`config.mk`:
```
export PLATFORM = sky130hd
export DESIGN_NAME = alu_seq
export DESIGN_NICKNAME = d
export VERILOG_FILES = /design/src/rtl/alu_seq.sv
export SDC_FILE = /design/constraint.sdc
export NUM_CORES = 1
export LEC_CHECK = 0
export CORE_MARGIN = 2
export CORE_UTILIZATION = 31
export DETAILED_ROUTE_END_ITERATION = 6
export GPL_TIMING_DRIVEN = 1
export SYNTH_ARGS = -nofsm -noshare
export SYNTH_HDL_FRONTEND = slang
export SYNTH_SLANG_ARGS = --single-unit
```
`constraint.sdc`:
```
create_clock -name clk -period 2 [get_ports clk]
set_clock_uncertainty 0.05 [all_clocks]
set_input_delay 0.3 -clock clk [delete_from_list [all_inputs] [get_ports clk]]
set_output_delay 0.3 -clock clk [all_outputs]
set_load 0.005 [all_outputs]
```
`src/rtl/alu_seq.sv`:
```
// Registered, handshaked ALU: single-cycle add/sub/logic/shift, iterative mul and div/mod.
// Define ALU_SEQ_DIV_EN to build the restoring divider; otherwise div/mod return 0 with v=1.
module alu_seq #(
  parameter int WIDTH = 4
) (
  input  logic             clk,
  input  logic             rst,
  input  logic             in_valid,
  output logic             in_ready,
  input  logic [WIDTH-1:0] a,
  input  logic [WIDTH-1:0] b,
  input  logic [3:0]       uc,
  output logic             out_valid,
  input  logic             out_ready,
  output logic [WIDTH-1:0] result,
  output logic             n,
  output logic             z,
  output logic             c,
  output logic             v
);

  // state | meaning
  // IDLE  | waiting for an operation, in_ready=1
  // EXEC  | iterative mul/div/mod, counter runs WIDTH steps
  // DONE  | result and flags held until out_ready
  typedef enum logic [1:0] {IDLE = 2'd0, EXEC = 2'd1, DONE = 2'd2} state_t;

  localparam int CW = $clog2(WIDTH + 1);
  localparam logic [3:0] OP_ADD = 4'h0, OP_SUB = 4'h1, OP_MUL = 4'h2, OP_DIV = 4'h3,
                         OP_MOD = 4'h4, OP_AND = 4'h5, OP_OR  = 4'h6, OP_XOR = 4'h7,
                         OP_SHL = 4'h8, OP_SHR = 4'h9;

  state_t             state_q, state_d;
  logic [CW-1:0]      cnt_q, cnt_d;
  logic [2*WIDTH-1:0] acc_q, acc_d;
  logic [WIDTH-1:0]   b_q, b_d;
  logic [WIDTH-1:0]   result_q, result_d;
  logic               n_q, n_d, z_q, z_d, c_q, c_d, v_q, v_d;
`ifdef ALU_SEQ_DIV_EN
  logic [3:0]         op_q, op_d;
`endif

  logic [WIDTH-1:0] res1;
  logic             n1, c1, v1, iter1;
  logic [WIDTH:0]   sum1, shl1, shr1;

  // The extra bit of each shift vector catches the last bit shifted out.
  always_comb begin
    res1  = '0;
    n1    = 1'b0;
    c1    = 1'b0;
    v1    = 1'b0;
    iter1 = 1'b0;
    sum1  = {1'b0, a} + {1'b0, b};
    shl1  = {1'b0, a} << b;
    shr1  = {a, 1'b0} >> b;
    case (uc)
      OP_ADD: begin res1 = sum1[WIDTH-1:0]; c1 = sum1[WIDTH]; end
      OP_SUB: begin n1 = (a < b); res1 = (a < b) ? b - a : a - b; end
      OP_MUL: iter1 = 1'b1;
`ifdef ALU_SEQ_DIV_EN
      OP_DIV, OP_MOD: iter1 = 1'b1;
`else
      OP_DIV, OP_MOD: v1 = 1'b1;
`endif
      OP_AND: res1 = a & b;
      OP_OR:  res1 = a | b;
      OP_XOR: res1 = a ^ b;
      OP_SHL: begin res1 = shl1[WIDTH-1:0]; c1 = shl1[WIDTH]; end
      OP_SHR: begin res1 = shr1[WIDTH:1];   c1 = shr1[0]; end
      default: ;
    endcase
  end

  // Multiplier lives in acc low half, partial product accumulates in the high half.
  logic [WIDTH:0]     mul_sum;
  logic [2*WIDTH-1:0] mul_nx, acc_step;
  logic [WIDTH-1:0]   fin_res;
  logic               fin_v;

  assign mul_sum = {1'b0, acc_q[2*WIDTH-1:WIDTH]} + (acc_q[0] ? {1'b0, b_q} : '0);
  assign mul_nx  = {mul_sum, acc_q[WIDTH-1:1]};

`ifdef ALU_SEQ_DIV_EN
  // Restoring division: acc = {remainder, dividend/quotient}.
  logic [WIDTH:0]     rem_sh;
  logic               div_ge;
  logic [WIDTH-1:0]   rem_nx;
  logic [2*WIDTH-1:0] div_nx;

  assign rem_sh = {acc_q[2*WIDTH-1:WIDTH], acc_q[WIDTH-1]};
  assign div_ge = (rem_sh >= {1'b0, b_q});
  assign rem_nx = div_ge ? WIDTH'(rem_sh - {1'b0, b_q}) : rem_sh[WIDTH-1:0];
  assign div_nx = {rem_nx, acc_q[WIDTH-2:0], div_ge};
`endif

  always_comb begin
    acc_step = mul_nx;
    fin_res  = mul_nx[WIDTH-1:0];
    fin_v    = |mul_nx[2*WIDTH-1:WIDTH];
`ifdef ALU_SEQ_DIV_EN
    if (op_q != OP_MUL) begin
      acc_step = div_nx;
      fin_v    = (b_q == '0);
      if (fin_v)                fin_res = '0;
      else if (op_q == OP_DIV)  fin_res = div_nx[WIDTH-1:0];
      else                      fin_res = div_nx[2*WIDTH-1:WIDTH];
    end
`endif
  end

  always_comb begin
    state_d  = state_q;
    cnt_d    = cnt_q;
    acc_d    = acc_q;
    b_d      = b_q;
    result_d = result_q;
    n_d      = n_q;
    z_d      = z_q;
    c_d      = c_q;
    v_d      = v_q;
`ifdef ALU_SEQ_DIV_EN
    op_d     = op_q;
`endif
    case (state_q)
      IDLE: begin
        if (in_valid) begin
          if (iter1) begin
            state_d = EXEC;
            cnt_d   = CW'(WIDTH);
            acc_d   = {{WIDTH{1'b0}}, a};
            b_d     = b;
`ifdef ALU_SEQ_DIV_EN
            op_d    = uc;
`endif
          end else begin
            state_d  = DONE;
            result_d = res1;
            n_d      = n1;
            z_d      = (res1 == '0);
            c_d      = c1;
            v_d      = v1;
          end
        end
      end
      EXEC: begin
        acc_d = acc_step;
        cnt_d = cnt_q - CW'(1);
        if (cnt_q == CW'(1)) begin
          state_d  = DONE;
          result_d = fin_res;
          n_d      = 1'b0;
          z_d      = (fin_res == '0);
          c_d      = 1'b0;
          v_d      = fin_v;
        end
      end
      DONE: if (out_ready) state_d = IDLE;
      default: state_d = IDLE;
    endcase
  end

  always_ff @(posedge clk or posedge rst) begin
    if (rst) begin
      state_q  <= IDLE;
      cnt_q    <= '0;
      acc_q    <= '0;
      b_q      <= '0;
      result_q <= '0;
      n_q      <= 1'b0;
      z_q      <= 1'b0;
      c_q      <= 1'b0;
      v_q      <= 1'b0;
`ifdef ALU_SEQ_DIV_EN
      op_q     <= '0;
`endif
    end else begin
      state_q  <= state_d;
      cnt_q    <= cnt_d;
      acc_q    <= acc_d;
      b_q      <= b_d;
      result_q <= result_d;
      n_q      <= n_d;
      z_q      <= z_d;
      c_q      <= c_d;
      v_q      <= v_d;
`ifdef ALU_SEQ_DIV_EN
      op_q     <= op_d;
`endif
    end
  end

  assign in_ready  = (state_q == IDLE);
  assign out_valid = (state_q == DONE);
  assign result    = result_q;
  assign n         = n_q;
  assign z         = z_q;
  assign c         = c_q;
  assign v         = v_q;

endmodule
```
==> summary.md <==
The run finished with clean final reports. The static power due to leakage is 1.511 nW. TritonCTS built the clock tree.

Number of buffers added on ports: 25. The share of post-route cells with drive strength above 1 was 33.05%; the total power density per cell area was 628.7 nW/µm². For the initial antenna violation count, the log shows 0. After synthesis, flip-flops and latches occupy 26.98% of the total area. The critical path ends at z$_DFFE_PP0P_. The count of fill cells added during filler insertion came out at 715. Worst relative slew slack: 66.83%. The time the final worst path needs with I/O delays and setup is 1.977 ns, and the number of rows in the core area is 31. The number of sinks on the clock net was 25; the number of nets in the final layout was 397. The tools report the antenna diode instance count as 0.

Summed over all layers, the global routing overflow is 0. Routability-driven placement finished with a final weighted congestion of 0.9168. The run gives 505.8 MHz as the maximum clock frequency.

The tightest hold path in the finished design has a slack of 0.3340 ns. Buffers inserted during clock tree synthesis total 3. The mean number of vias per cell came out at 5.000.

For the number of levels the H-tree was split into, the log shows 1. Dividing the detail-routed wire length by the instance count gives 14.78 µm. For the count of nets left with antenna violations after detail routing, the log shows 0. Wire segments on met3 add up to 192 µm in the final route. For this run, the number of Yosys warnings is 0. Entering global routing, the biggest net connects 26 pins. For flop-to-flop paths, the worst setup slack is 0.07 ns.

The fraction of registers with async set/reset came out at 100.0%. The number of top-level pins came out at 26. For the data arrival time at the worst-slack endpoint, the log shows 2.09 ns. Share of the synthesized area in the top cell type: 26.98%.

Final number of max-transition violations: 0. Sorting the synthesized cells by area gives the leading types as sky130_fd_sc_hd__dfrtp_1 (27%), sky130_fd_sc_hd__ha_1 (12%), sky130_fd_sc_hd__o21ai_0 (5.4%). The tools report the clock tree root buffer cell as sky130_fd_sc_hd__clkbuf_8.

STA classifies the critical path endpoint as a flop. The final count of negative-setup-slack endpoints was 0; the sequential cell area was 625.6 µm². Synthesis inferred 25 register bits. The number of different library cells used by synthesis comes to 60.

The tools report the area enclosed by the die boundary as 8187 µm². The worst-case IR drop observed on VDD is 0.0002848 V. The floorplan die height is 90.48 µm.

The measured slew at the worst slew-check pin is 0.4965 ns. The tools report the final HPWL from detailed placement as 5360 µm. After clock tree synthesis, the clock-pin slew on the worst setup and hold paths is 0.08 ns. The run gives 0 as the final-report hold violation count.

Summed over all layers, the routed wires come to 6696 µm. The region available for standard cell placement spans 7253 µm². Among all flip-flop cells after synthesis, the most frequent one is sky130_fd_sc_hd__dfrtp_1. After detailed routing, the number of remaining DRC violations is 0.

The tools report the detailed-routed wire length on met2 as 3298 µm. The run gives 3094 µm as the detailed-route wire length on metal 1. Counting flops with a built-in enable in the synthesized netlist gives 0. The logs give 2265 for the total vias in the final route and 2318 µm² for the netlist area before placement. The endpoint identified for the worst register-to-register timing path is v$_DFFE_PP0P_. Class of the tightest hold or removal check: input pin to async pin. With fillers left out, the area of the finished cells amounts to 3322 µm².

The logs give 274 for the synthesized instance count and 11130 µm for the wire length of the first global-routing pass. Setup repair after global routing could not meet its margin everywhere. The first-pass iteration count of the detailed router was 4; the number of cells on the worst reg-to-reg path was 8. The critical path starts at b[0]. Across the run, the number of max-cap violations was 0.

The die is 90.48 µm wide. In this run the mean area of a mapped cell was 8.462 µm². The worst setup path is of the input pin to flop kind. Global routing consumed, over all layers together, 16.56% of the routing resources. The starting density of the core is 31.96%, and the highest net fanout along the worst path is 4. The run gives 0.27 ns as the insertion delay to the later sink of the worst-skew pair.

The number of hold buffers added after cts is 0. Once placement finished, the instance area stood at 3110 µm². For the via count of the first global-routing pass, the log shows 2265. sky130_fd_sc_hd__dfrtp_1 takes more of the synthesized area than any other cell. STA puts the critical path data required time at 2.11 ns. When the netlist entered floorplanning its net count stood at 316.

Summing all multi-input logic gate instances after layout gives 1718 µm². Post-route fraction of the period consumed by the critical path: 98.86%. No sink is reached through more buffers than the 2 on the longest clock path.

Synthesis-to-finish area growth: 43.28%. The start of the worst register-to-register path was acc_q[0]$_DFFE_PP0P_. STA classifies the critical path startpoint as an input pin. The uppermost signal routing layer after detailed routing was met4. The detailed router's first-iteration violation count was 72.
[repair_timing]
action | 4_1_cts | 5_1_grt
endpoints found under the setup margin | 9 | 5
hold endpoints to repair | 0 | 0
pin swaps | 8 | 16
setup buffers | 4 | 3
resized for setup | 37 | 24
[metrics by stage]
| stage | total power, mW | setup TNS, ns | worst slack (ns) | utilization, % | std cells |
|---|---|---|---|---|---|
| 4_1_cts | 2.066 | -0.2470 | -0.1129 | 44.76 | 451 |
| 3_3_place_gp | 1.706 | -7.200 | -0.7479 | 42.88 | 443 |
| 5_1_grt | 2.271 | -0.08619 | -0.05361 | 45.80 | 453 |
| 3_5_place_dp | 1.725 | -8.360 | -0.8338 | 42.88 | 443 |
| 6_report | 2.088 | 0 | 0.02274 | 45.80 | 453 |
| 2_1_floorplan | 1.292 | -0.02254 | -0.02254 | - | 274 |
[layer usage]
metal,track usage [%],up-vias
met5,0,-
met3,1.419,9
met4,4.487,0
li1,-,1147
met1,22.83,1070
met2,27.80,39
[logic make-up (layout without fill, tap and decap cells)]
family | after synthesis | count (layout) | synth area share [%]
buf+inv | 32 | 112 | 5.991
xor+xnor | 3 | 3 | 1.134
fa+ha+maj | 26 | 26 | 15.33
flops | 25 | 25 | 26.98
simple gates | 95 | 95 | 22.23
compound gates | 86 | 86 | 24.77
mux | 7 | 7 | 3.562
[worst max-delay path, stage by stage]
cell	delay [ns]
sky130_fd_sc_hd__buf_4	0.14
sky130_fd_sc_hd__ha_4	0.17
sky130_fd_sc_hd__inv_4	0.05
sky130_fd_sc_hd__fa_2	0.20
sky130_fd_sc_hd__nor3b_1	0.42
sky130_fd_sc_hd__o41ai_2	0.12
sky130_fd_sc_hd__o22ai_2	0.21
sky130_fd_sc_hd__mux2i_1	0.23
sky130_fd_sc_hd__nor3_2	0.06
sky130_fd_sc_hd__a41o_1	0.18
[cells in the mapped netlist, types with 5 or more instances]
cell type                  number
sky130_fd_sc_hd__a21o_1         5
sky130_fd_sc_hd__a21oi_1       19
sky130_fd_sc_hd__a31oi_1        5
sky130_fd_sc_hd__buf_2          6
sky130_fd_sc_hd__clkbuf_1       5
sky130_fd_sc_hd__dfrtp_1       25
sky130_fd_sc_hd__ha_1          22
sky130_fd_sc_hd__inv_1         19
sky130_fd_sc_hd__mux2i_1        6
sky130_fd_sc_hd__nand2_1       27
sky130_fd_sc_hd__nand2b_1       7
sky130_fd_sc_hd__nor2_1        20
sky130_fd_sc_hd__nor3_1         7
sky130_fd_sc_hd__nor3b_1        6
sky130_fd_sc_hd__nor4_1         5
sky130_fd_sc_hd__o21ai_0       25
[sequential cells by signal, summed over array words and instances (netlist names)]
| register | cells |
|---|---|
| acc_q | 8 |
| b_q | 4 |
| result | 4 |
| cnt_q | 3 |
| state_q | 2 |
| c | 1 |
| n | 1 |
| v | 1 |
| z | 1 |
[how the worst min path moves through the flow]
stage / to / slack, ns / depth (start not counted)
after detailed placement: b_q[2]$_DFFE_PP0P_ / 0.41 / 2
final: cnt_q[2]$_DFFE_PP0P_ / 0.33 / 3
after CTS: cnt_q[2]$_DFFE_PP0P_ / 0.35 / 3
after floorplan: acc_q[0]$_DFFE_PP0P_ / 0.28 / 1
after global placement: b_q[0]$_DFFE_PP0P_ / 0.41 / 2
after global routing: cnt_q[2]$_DFFE_PP0P_ / 0.39 / 3
[cell type report]
class,instances,share of cell area [%]
Multi-Input combinational cell,217,51.71
Timing Repair Buffer,89,21.62
Sequential cell,25,18.83
Tap cell,99,3.729
Inverter,19,2.750
Clock buffer,4,1.356
[cells in the final DEF, fill, tap and decap left out, drive strengths merged, types with 7 or more instances in the layout]
cell / n
inv: 19
nor2: 20
nor3: 7
ha: 22
dlygate4sd2: 7
o21ai: 26
buf: 66
clkdlybuf4s50: 13
a21oi: 19
dfrtp: 25
nand2: 27
nand2b: 8
[where the power goes]
group / switching (mW) / internal, mW / total, mW
clock network: 0.158 / 0.143 / 0.301
logic: 0.474 / 0.520 / 0.995
registers: 0.122 / 0.671 / 0.793
Note: power is estimated with default switching activity, not from simulation.
